## src/rtl/shift_fu_pipe.sv

```systemverilog
// -----------------------------------------------------------------------------
// shift_fu_pipe
//
// Pipelined shift/rotate functional unit with an in-order output queue that
// delivers each result to the ROB and, unless flags[7] is set, to the CDB.
// The head entry is held until every channel it needs has been granted.
//
// Operations (operand[3:0]): 0 SLL, 1 SRL, 2 SRA, 3 ROL, 4 ROR, others -> 0.
// Logical and arithmetic shifts saturate for amounts >= WIDTH. Rotates use the
// amount modulo WIDTH.
//
// Parameters
//   WIDTH    data width of operands and result
//   ROBID_W  ROB tag width
//   LATENCY  accept-to-queue-write stages, legal 1..4 (1 = written at accept)
//   QDEPTH   output queue depth and cap on ops in flight, minimum 1
//
// Ports
//   clk, rst                  clock (rising edge), async active-high reset
//   input_transmit            issue valid
//   operand[7:0]              opcode in bits [3:0]
//   depvals[1]/[0]            a (value) / b (unsigned shift amount)
//   wbs, flags, robid         sideband carried unchanged with the op
//   flush                     drop every in-flight and queued op
//   cdb_transmit              CDB grant
//   cdb_transmit_out, cdb_id, cdb_val                       CDB request
//   rob_transmit              ROB grant
//   rob_transmit_out, robid_out, flags_out, wbs_out, value_out  ROB request
//   busy                      issue stall (registered occupancy >= QDEPTH)
// -----------------------------------------------------------------------------
module shift_fu_pipe #(
    parameter int WIDTH   = 8,
    parameter int ROBID_W = 4,
    parameter int LATENCY = 1,
    parameter int QDEPTH  = 2
) (
    input  logic                       clk,
    input  logic                       rst,
    input  logic                       input_transmit,
    input  logic [7:0]                 operand,
    input  logic [1:0][WIDTH-1:0]      depvals,
    input  logic [7:0]                 wbs,
    input  logic [7:0]                 flags,
    input  logic [ROBID_W-1:0]         robid,
    input  logic                       flush,
    input  logic                       cdb_transmit,
    output logic                       cdb_transmit_out,
    output logic [ROBID_W-1:0]         cdb_id,
    output logic [WIDTH-1:0]           cdb_val,
    input  logic                       rob_transmit,
    output logic                       rob_transmit_out,
    output logic [ROBID_W-1:0]         robid_out,
    output logic [7:0]                 flags_out,
    output logic [7:0]                 wbs_out,
    output logic [WIDTH-1:0]           value_out,
    output logic                       busy
);

    localparam int PTR_W = (QDEPTH > 1) ? $clog2(QDEPTH) : 1;
    localparam int CNT_W = $clog2(QDEPTH + 1);

    // WIDTH expressed at operand width (+1 bit) so comparisons stay width-exact.
    localparam logic [WIDTH:0]   W_EXT = (WIDTH + 1)'(WIDTH);
    localparam logic [WIDTH-1:0] W_MOD = WIDTH'(WIDTH);

    typedef enum logic [3:0] {
        OP_SLL = 4'd0,
        OP_SRL = 4'd1,
        OP_SRA = 4'd2,
        OP_ROL = 4'd3,
        OP_ROR = 4'd4
    } op_e;

    typedef struct packed {
        logic [WIDTH-1:0]   value;
        logic [7:0]         wbs;
        logic [7:0]         flags;
        logic [ROBID_W-1:0] robid;
    } entry_t;

    // -------------------------------------------------------------------------
    // Shift datapath
    // -------------------------------------------------------------------------
    function automatic logic [WIDTH-1:0] shift_result(
        input logic [3:0]       op,
        input logic [WIDTH-1:0] a,
        input logic [WIDTH-1:0] b
    );
        logic                 sat;
        logic [WIDTH-1:0]     amt;
        logic [2*WIDTH-1:0]   dbl;
        logic [WIDTH-1:0]     res;
        // NOTE: every local gets a value before the case so no path leaves a
        // variable unassigned; in always_comb the same habit prevents latches.
        sat = ({1'b0, b} >= W_EXT);
        amt = b % W_MOD;
        dbl = {a, a};
        res = '0;
        case (op)
            OP_SLL: res = sat ? '0 : (a << b);
            OP_SRL: res = sat ? '0 : (a >> b);
            OP_SRA: res = sat ? {WIDTH{a[WIDTH-1]}} : WIDTH'($signed(a) >>> b);
            OP_ROL: begin
                // Bits shifted out of the upper copy are refilled from the lower.
                dbl = dbl << amt;
                res = dbl[2*WIDTH-1:WIDTH];
            end
            OP_ROR: begin
                dbl = dbl >> amt;
                res = dbl[WIDTH-1:0];
            end
            default: res = '0;
        endcase
        return res;
    endfunction

    // Upper opcode bits carry no meaning for this unit.
    logic unused_opbits;
    assign unused_opbits = ^operand[7:4];

    logic   accept;
    entry_t in_entry;
    logic   wr_en;
    entry_t wr_data;

    assign accept   = input_transmit && !busy && !flush;
    assign in_entry = '{value: shift_result(operand[3:0], depvals[1], depvals[0]),
                        wbs:   wbs,
                        flags: flags,
                        robid: robid};

    // -------------------------------------------------------------------------
    // Pipeline: LATENCY-1 register stages between accept and queue write.
    // The occupancy cap guarantees the queue has room when a stage drains, so
    // the pipeline never needs to stall.
    // -------------------------------------------------------------------------
    generate
        if (LATENCY <= 1) begin : g_direct
            assign wr_en   = accept;
            assign wr_data = in_entry;
        end else begin : g_pipe
            localparam int STAGES = LATENCY - 1;

            logic [STAGES-1:0] stg_vld;
            entry_t            stg_data [STAGES];

            always_ff @(posedge clk or posedge rst) begin
                if (rst) begin
                    stg_vld <= '0;
                end else if (flush) begin
                    stg_vld <= '0;
                end else begin
                    stg_vld[0] <= accept;
                    for (int i = 1; i < STAGES; i++) begin
                        stg_vld[i] <= stg_vld[i-1];
                    end
                end
            end

            // NOTE: payload registers carry no reset; only the valid bits
            // decide whether their contents mean anything.
            always_ff @(posedge clk) begin
                stg_data[0] <= in_entry;
                for (int i = 1; i < STAGES; i++) begin
                    stg_data[i] <= stg_data[i-1];
                end
            end

            assign wr_en   = stg_vld[STAGES-1];
            assign wr_data = stg_data[STAGES-1];
        end
    endgenerate

    // -------------------------------------------------------------------------
    // Output queue and delivery tracking
    // -------------------------------------------------------------------------
    entry_t             q_mem [QDEPTH];
    logic [PTR_W-1:0]   wr_ptr;
    logic [PTR_W-1:0]   rd_ptr;
    logic [CNT_W-1:0]   q_cnt;
    logic [CNT_W-1:0]   occ;
    logic               rob_done;
    logic               cdb_done;

    entry_t head;
    logic   head_vld;
    logic   need_cdb;
    logic   rob_req;
    logic   cdb_req;
    logic   rob_fire;
    logic   cdb_fire;
    logic   rob_ok;
    logic   cdb_ok;
    logic   pop;
    logic   q_wr;

    function automatic logic [PTR_W-1:0] next_ptr(input logic [PTR_W-1:0] p);
        return (p == PTR_W'(QDEPTH - 1)) ? '0 : p + PTR_W'(1);
    endfunction

    assign head     = q_mem[rd_ptr];
    assign head_vld = (q_cnt != '0);
    assign need_cdb = !head.flags[7];

    assign rob_req  = head_vld && !rob_done;
    assign cdb_req  = head_vld && need_cdb && !cdb_done;

    // Grants are ignored during flush so they cannot touch state being cleared.
    assign rob_fire = rob_req && rob_transmit && !flush;
    assign cdb_fire = cdb_req && cdb_transmit && !flush;

    assign rob_ok   = rob_done || rob_fire;
    assign cdb_ok   = !need_cdb || cdb_done || cdb_fire;
    assign pop      = head_vld && rob_ok && cdb_ok && !flush;
    assign q_wr     = wr_en && !flush;

    always_ff @(posedge clk or posedge rst) begin
        // NOTE: sequential state uses non-blocking assignment so every register
        // samples pre-edge values regardless of statement order.
        if (rst) begin
            wr_ptr   <= '0;
            rd_ptr   <= '0;
            q_cnt    <= '0;
            occ      <= '0;
            rob_done <= 1'b0;
            cdb_done <= 1'b0;
        end else if (flush) begin
            wr_ptr   <= '0;
            rd_ptr   <= '0;
            q_cnt    <= '0;
            occ      <= '0;
            rob_done <= 1'b0;
            cdb_done <= 1'b0;
        end else begin
            if (q_wr) begin
                wr_ptr <= next_ptr(wr_ptr);
            end
            if (pop) begin
                rd_ptr <= next_ptr(rd_ptr);
            end

            case ({q_wr, pop})
                2'b10:   q_cnt <= q_cnt + CNT_W'(1);
                2'b01:   q_cnt <= q_cnt - CNT_W'(1);
                default: q_cnt <= q_cnt;
            endcase

            // Occupancy spans pipeline and queue, so it moves on accept, not
            // on queue write.
            case ({accept, pop})
                2'b10:   occ <= occ + CNT_W'(1);
                2'b01:   occ <= occ - CNT_W'(1);
                default: occ <= occ;
            endcase

            // Delivered bits belong to the current head; a pop hands the next
            // entry a clean slate.
            if (pop) begin
                rob_done <= 1'b0;
                cdb_done <= 1'b0;
            end else begin
                if (rob_fire) begin
                    rob_done <= 1'b1;
                end
                if (cdb_fire) begin
                    cdb_done <= 1'b1;
                end
            end
        end
    end

    always_ff @(posedge clk) begin
        if (q_wr) begin
            q_mem[wr_ptr] <= wr_data;
        end
    end

    // -------------------------------------------------------------------------
    // Outputs: head contents while valid, zero when empty (and so under reset)
    // -------------------------------------------------------------------------
    assign busy             = (occ >= CNT_W'(QDEPTH));
    assign rob_transmit_out = rob_req;
    assign cdb_transmit_out = cdb_req;
    assign robid_out        = head_vld ? head.robid : '0;
    assign flags_out        = head_vld ? head.flags : '0;
    assign wbs_out          = head_vld ? head.wbs   : '0;
    assign value_out        = head_vld ? head.value : '0;
    assign cdb_id           = robid_out;
    assign cdb_val          = value_out;

endmodule

```

## config.mk

```make
export PLATFORM = sky130hd
export DESIGN_NAME = shift_fu_pipe
export DESIGN_NICKNAME = d
export VERILOG_FILES = /design/src/rtl/shift_fu_pipe.sv
export SDC_FILE = /design/constraint.sdc
export NUM_CORES = 1
export LEC_CHECK = 0
export ABC_AREA = 0
export BUFFER_PORTS_ARGS = -buffer_cell sky130_fd_sc_hd__buf_2
export CELL_PAD_IN_SITES_DETAIL_PLACEMENT = 0
export CELL_PAD_IN_SITES_GLOBAL_PLACEMENT = 1
export CORE_ASPECT_RATIO = 0.75
export CORE_MARGIN = 4
export CORE_UTILIZATION = 40
export CTS_BUF_LIST = sky130_fd_sc_hd__clkbuf_4
export DETAILED_ROUTE_END_ITERATION = 7
export HOLD_SLACK_MARGIN = 0.06
export PLACE_DENSITY_LB_ADDON = 0.08
export SLEW_MARGIN = 15
export SYNTH_ARGS = -nofsm -noshare
export SYNTH_HDL_FRONTEND = slang
export SYNTH_SLANG_ARGS = --single-unit
```

## constraint.sdc

```tcl
create_clock -name clk -period 3.65 [get_ports clk]
set_input_delay 0.5475 -clock clk [delete_from_list [all_inputs] [get_ports clk]]
set_output_delay 0.5475 -clock clk [all_outputs]
set_load 0.01 [all_outputs]
```

==> flow_metrics.env <==
export IMPL_cp_max_fo=19
export IMPL_regArea_um2=1880
export IMPL_grt_pass1_vias=2776
export IMPL_remaining_drc_errors=0
export IMPL_synthFlopType="edfxtp_1"
export IMPL_start_util_pct=42.0
export IMPL_yosysSeqAreaShare_pct=48.3
export IMPL_leakage_nw=1.72
export IMPL_worst_setup_path_start_kind="flip-flop"
export IMPL_final_util_pct=48.4
export IMPL_cts_max_level=3
export IMPL_grt_usage_pct=16.7
export IMPL_clk_latency_ps=400
export IMPL_drv_cap=0
export IMPL_status="finished, final reports clean"
export IMPL_synth_cell_type_count=56
export IMPL_antennaDiodeCount=0
export IMPL_grt_ovfl_total=0
export IMPL_die_y_um=93.4
export IMPL_dp_hpwl_um=6490
export IMPL_vias_per_cell=5.44
export IMPL_synthTopCellsByArea="edfxtp_1 (43%), mux2i_1 (12%), mux4_2 (5.2%)"
export IMPL_synth_edf_count=56
export IMPL_synth_top_area_share_pct=43.2
export IMPL_path_clk_slew_ps=100
export IMPL_die_area_um2=11400
export IMPL_port_buffer_count=88
export IMPL_drv_slew=0
export IMPL_mappedNetlistNets=394
export IMPL_multi_input_comb_area_um2=1810
export IMPL_fin_skew_ps=8.79
export IMPL_synthCells=344
export IMPL_tightest_slew_ps=770
export IMPL_period_needed_ps=2390
export IMPL_drive_above_1_share_pct=33.3
export IMPL_nets=463
export IMPL_end_kind="output port"
export IMPL_fin_area_um2=4490
export IMPL_hp_class="in -> reg"
export IMPL_core_area_um2=9270
export IMPL_synth_seq_cells=64
export IMPL_vias=2972
export IMPL_setup_viol=0
export IMPL_layout_commonest_cell="buf_2"
export IMPL_syn2layout_area_growth_pct=15.2
export IMPL_power_density_nw_per_um2=465
export IMPL_wirelength_um=9260
export IMPL_max_clock_freq_mhz=419
export IMPL_fill_cells=885
export IMPL_post_cts_setup_buffers=0
export IMPL_hold_viol=0
export IMPL_instances_no_fill=546
export IMPL_cts_resized=0
export IMPL_dpl_cell_area_um2=4370
export IMPL_required_ps=3100
export IMPL_synth_async_reset_ratio_pct=12.5
export IMPL_ctsHoldBuffers=1
export IMPL_clkSinkCount=64
export IMPL_io_pins=93
export IMPL_grt_pass1_wl_um=14600
export IMPL_syn_area_um2=3890
export IMPL_drtIter0Drc=260
export IMPL_synth_top_cell_by_area="edfxtp_1"
export IMPL_cts_buffers=9
export IMPL_fin_setup_tns_ps=0
export IMPL_ys_warnings_count=0
export IMPL_clockBufferDepth=2
export IMPL_vdd_drop_max_mv=0.210
export IMPL_dp_cells=529
export IMPL_rsz0062_at_grt="false"
export IMPL_synth_avg_cell_area_um2=11.3
export IMPL_first_pass_iters=4
export IMPL_cp_arrival_ps=1840
export IMPL_cts_root_buf="clkbuf_4"
export IMPL_holdWs_ps=331
export IMPL_row_count=30
export IMPL_cts_tree="done"
export IMPL_worst_setup_path_type="reg -> out"
export IMPL_fin_crit_sh_pct=65.4
export IMPL_die_w_um=122
export IMPL_relSlewSlack_pct=48.7
export IMPL_grt_max_degree=38
export IMPL_mostFrequentLayoutCells="buf_2 (88), edfxtp_1 (56), nor2_1 (51), mux2i_1 (45), o21ai_0 (11)"
export IMPL_drtAntennaViolNets=0
export IMPL_antenna_found_initial=0
export IMPL_wl_per_cell_um=17.0
export IMPL_place_congestion=0.814
==> stage by stage <==
step | total power, W | worst slack, ps
after detailed placement | 0.00172 | 936
after global routing | 0.00224 | 1070
final | 0.00209 | 1260
after CTS | 0.00212 | 1190
after global placement | 0.00171 | 956
after floorplan | 0.00148 | 317
==> cells in the mapped netlist, types with 5 or more instances <==
cell,n
mux2_2,6
mux4_2,9
nor2b_1,7
o211ai_1,5
buf_2,9
clkbuf_1,15
dfrtp_1,8
nand3_1,7
o21ai_0,11
mux2i_1,45
a211oi_1,5
a21oi_1,9
nand2_1,8
nor2_1,52
nor3_1,8
edfxtp_1,56
buf_4,12
==> sequential cells by signal, indices dropped and copies added (netlist names) <==
signal	count
cdb_done	1
rob_done	1
wr_ptr	1
occ	2
rd_ptr	1
q_mem	56
q_cnt	2
==> power breakdown <==
part / total (W) / internal, W / switching, W
clock network: 0.000393 / 0.000144 / 0.000249
logic: 0.000775 / 0.000328 / 0.000446
registers: 0.000920 / 0.000875 / 0.0000452
==> critical path, cell delays in order (launching register included) <==
cell	delay, ps
dfrtp_2	580
buf_4	390
mux2i_1	220
nor2_1	80
buf_2	150
==> path summary, 6_finish.rpt <==
path / slack, ps / endpoint / startpoint / cells after the start
worst max-delay path: 1260 / value_out[1] / rd_ptr / 4
worst min register to register: 590 / q_cnt[1] / q_cnt[1] / 2
worst min-delay path: 330 / q_mem[1][9] / flags[5] / 1
worst max register to register: 1650 / occ[0] / rd_ptr / 5
max in group asynchronous: 2760 / rd_ptr / rst / 3
min in group asynchronous: 620 / occ[1] / rst / 3
==> layer usage <==
metal / GRT usage, % / up-vias / wire length [µm]
met4: 2.99 / 0 / 87
li1: - / 1441 / -
met1: 23.8 / 1424 / 4470
met2: 25.4 / 98 / 4120
met5: 0 / - / 0
met3: 5.20 / 9 / 588
==> final cells by class <==
type                            instances  area share (%)
Inverter                                3           0.251
Clock inverter                          6           0.809
Timing Repair Buffer                   97            11.4
Multi-Input combinational cell        238            40.4
Sequential cell                        64            42.0
Tap cell                              128            3.57
Clock buffer                           10            1.67
==> cells by family after synthesis <==
family | Yosys count | share of synthesized area, %
xor gates and xnor gates | 4 | 1.61
muxes | 60 | 18.5
DFF | 64 | 48.3
buffers and inverters | 42 | 5.49
and+or+nand+nor | 114 | 15.5
AOI/OAI and AO/OA | 60 | 10.5
Note: power is estimated with default switching activity, not from simulation.
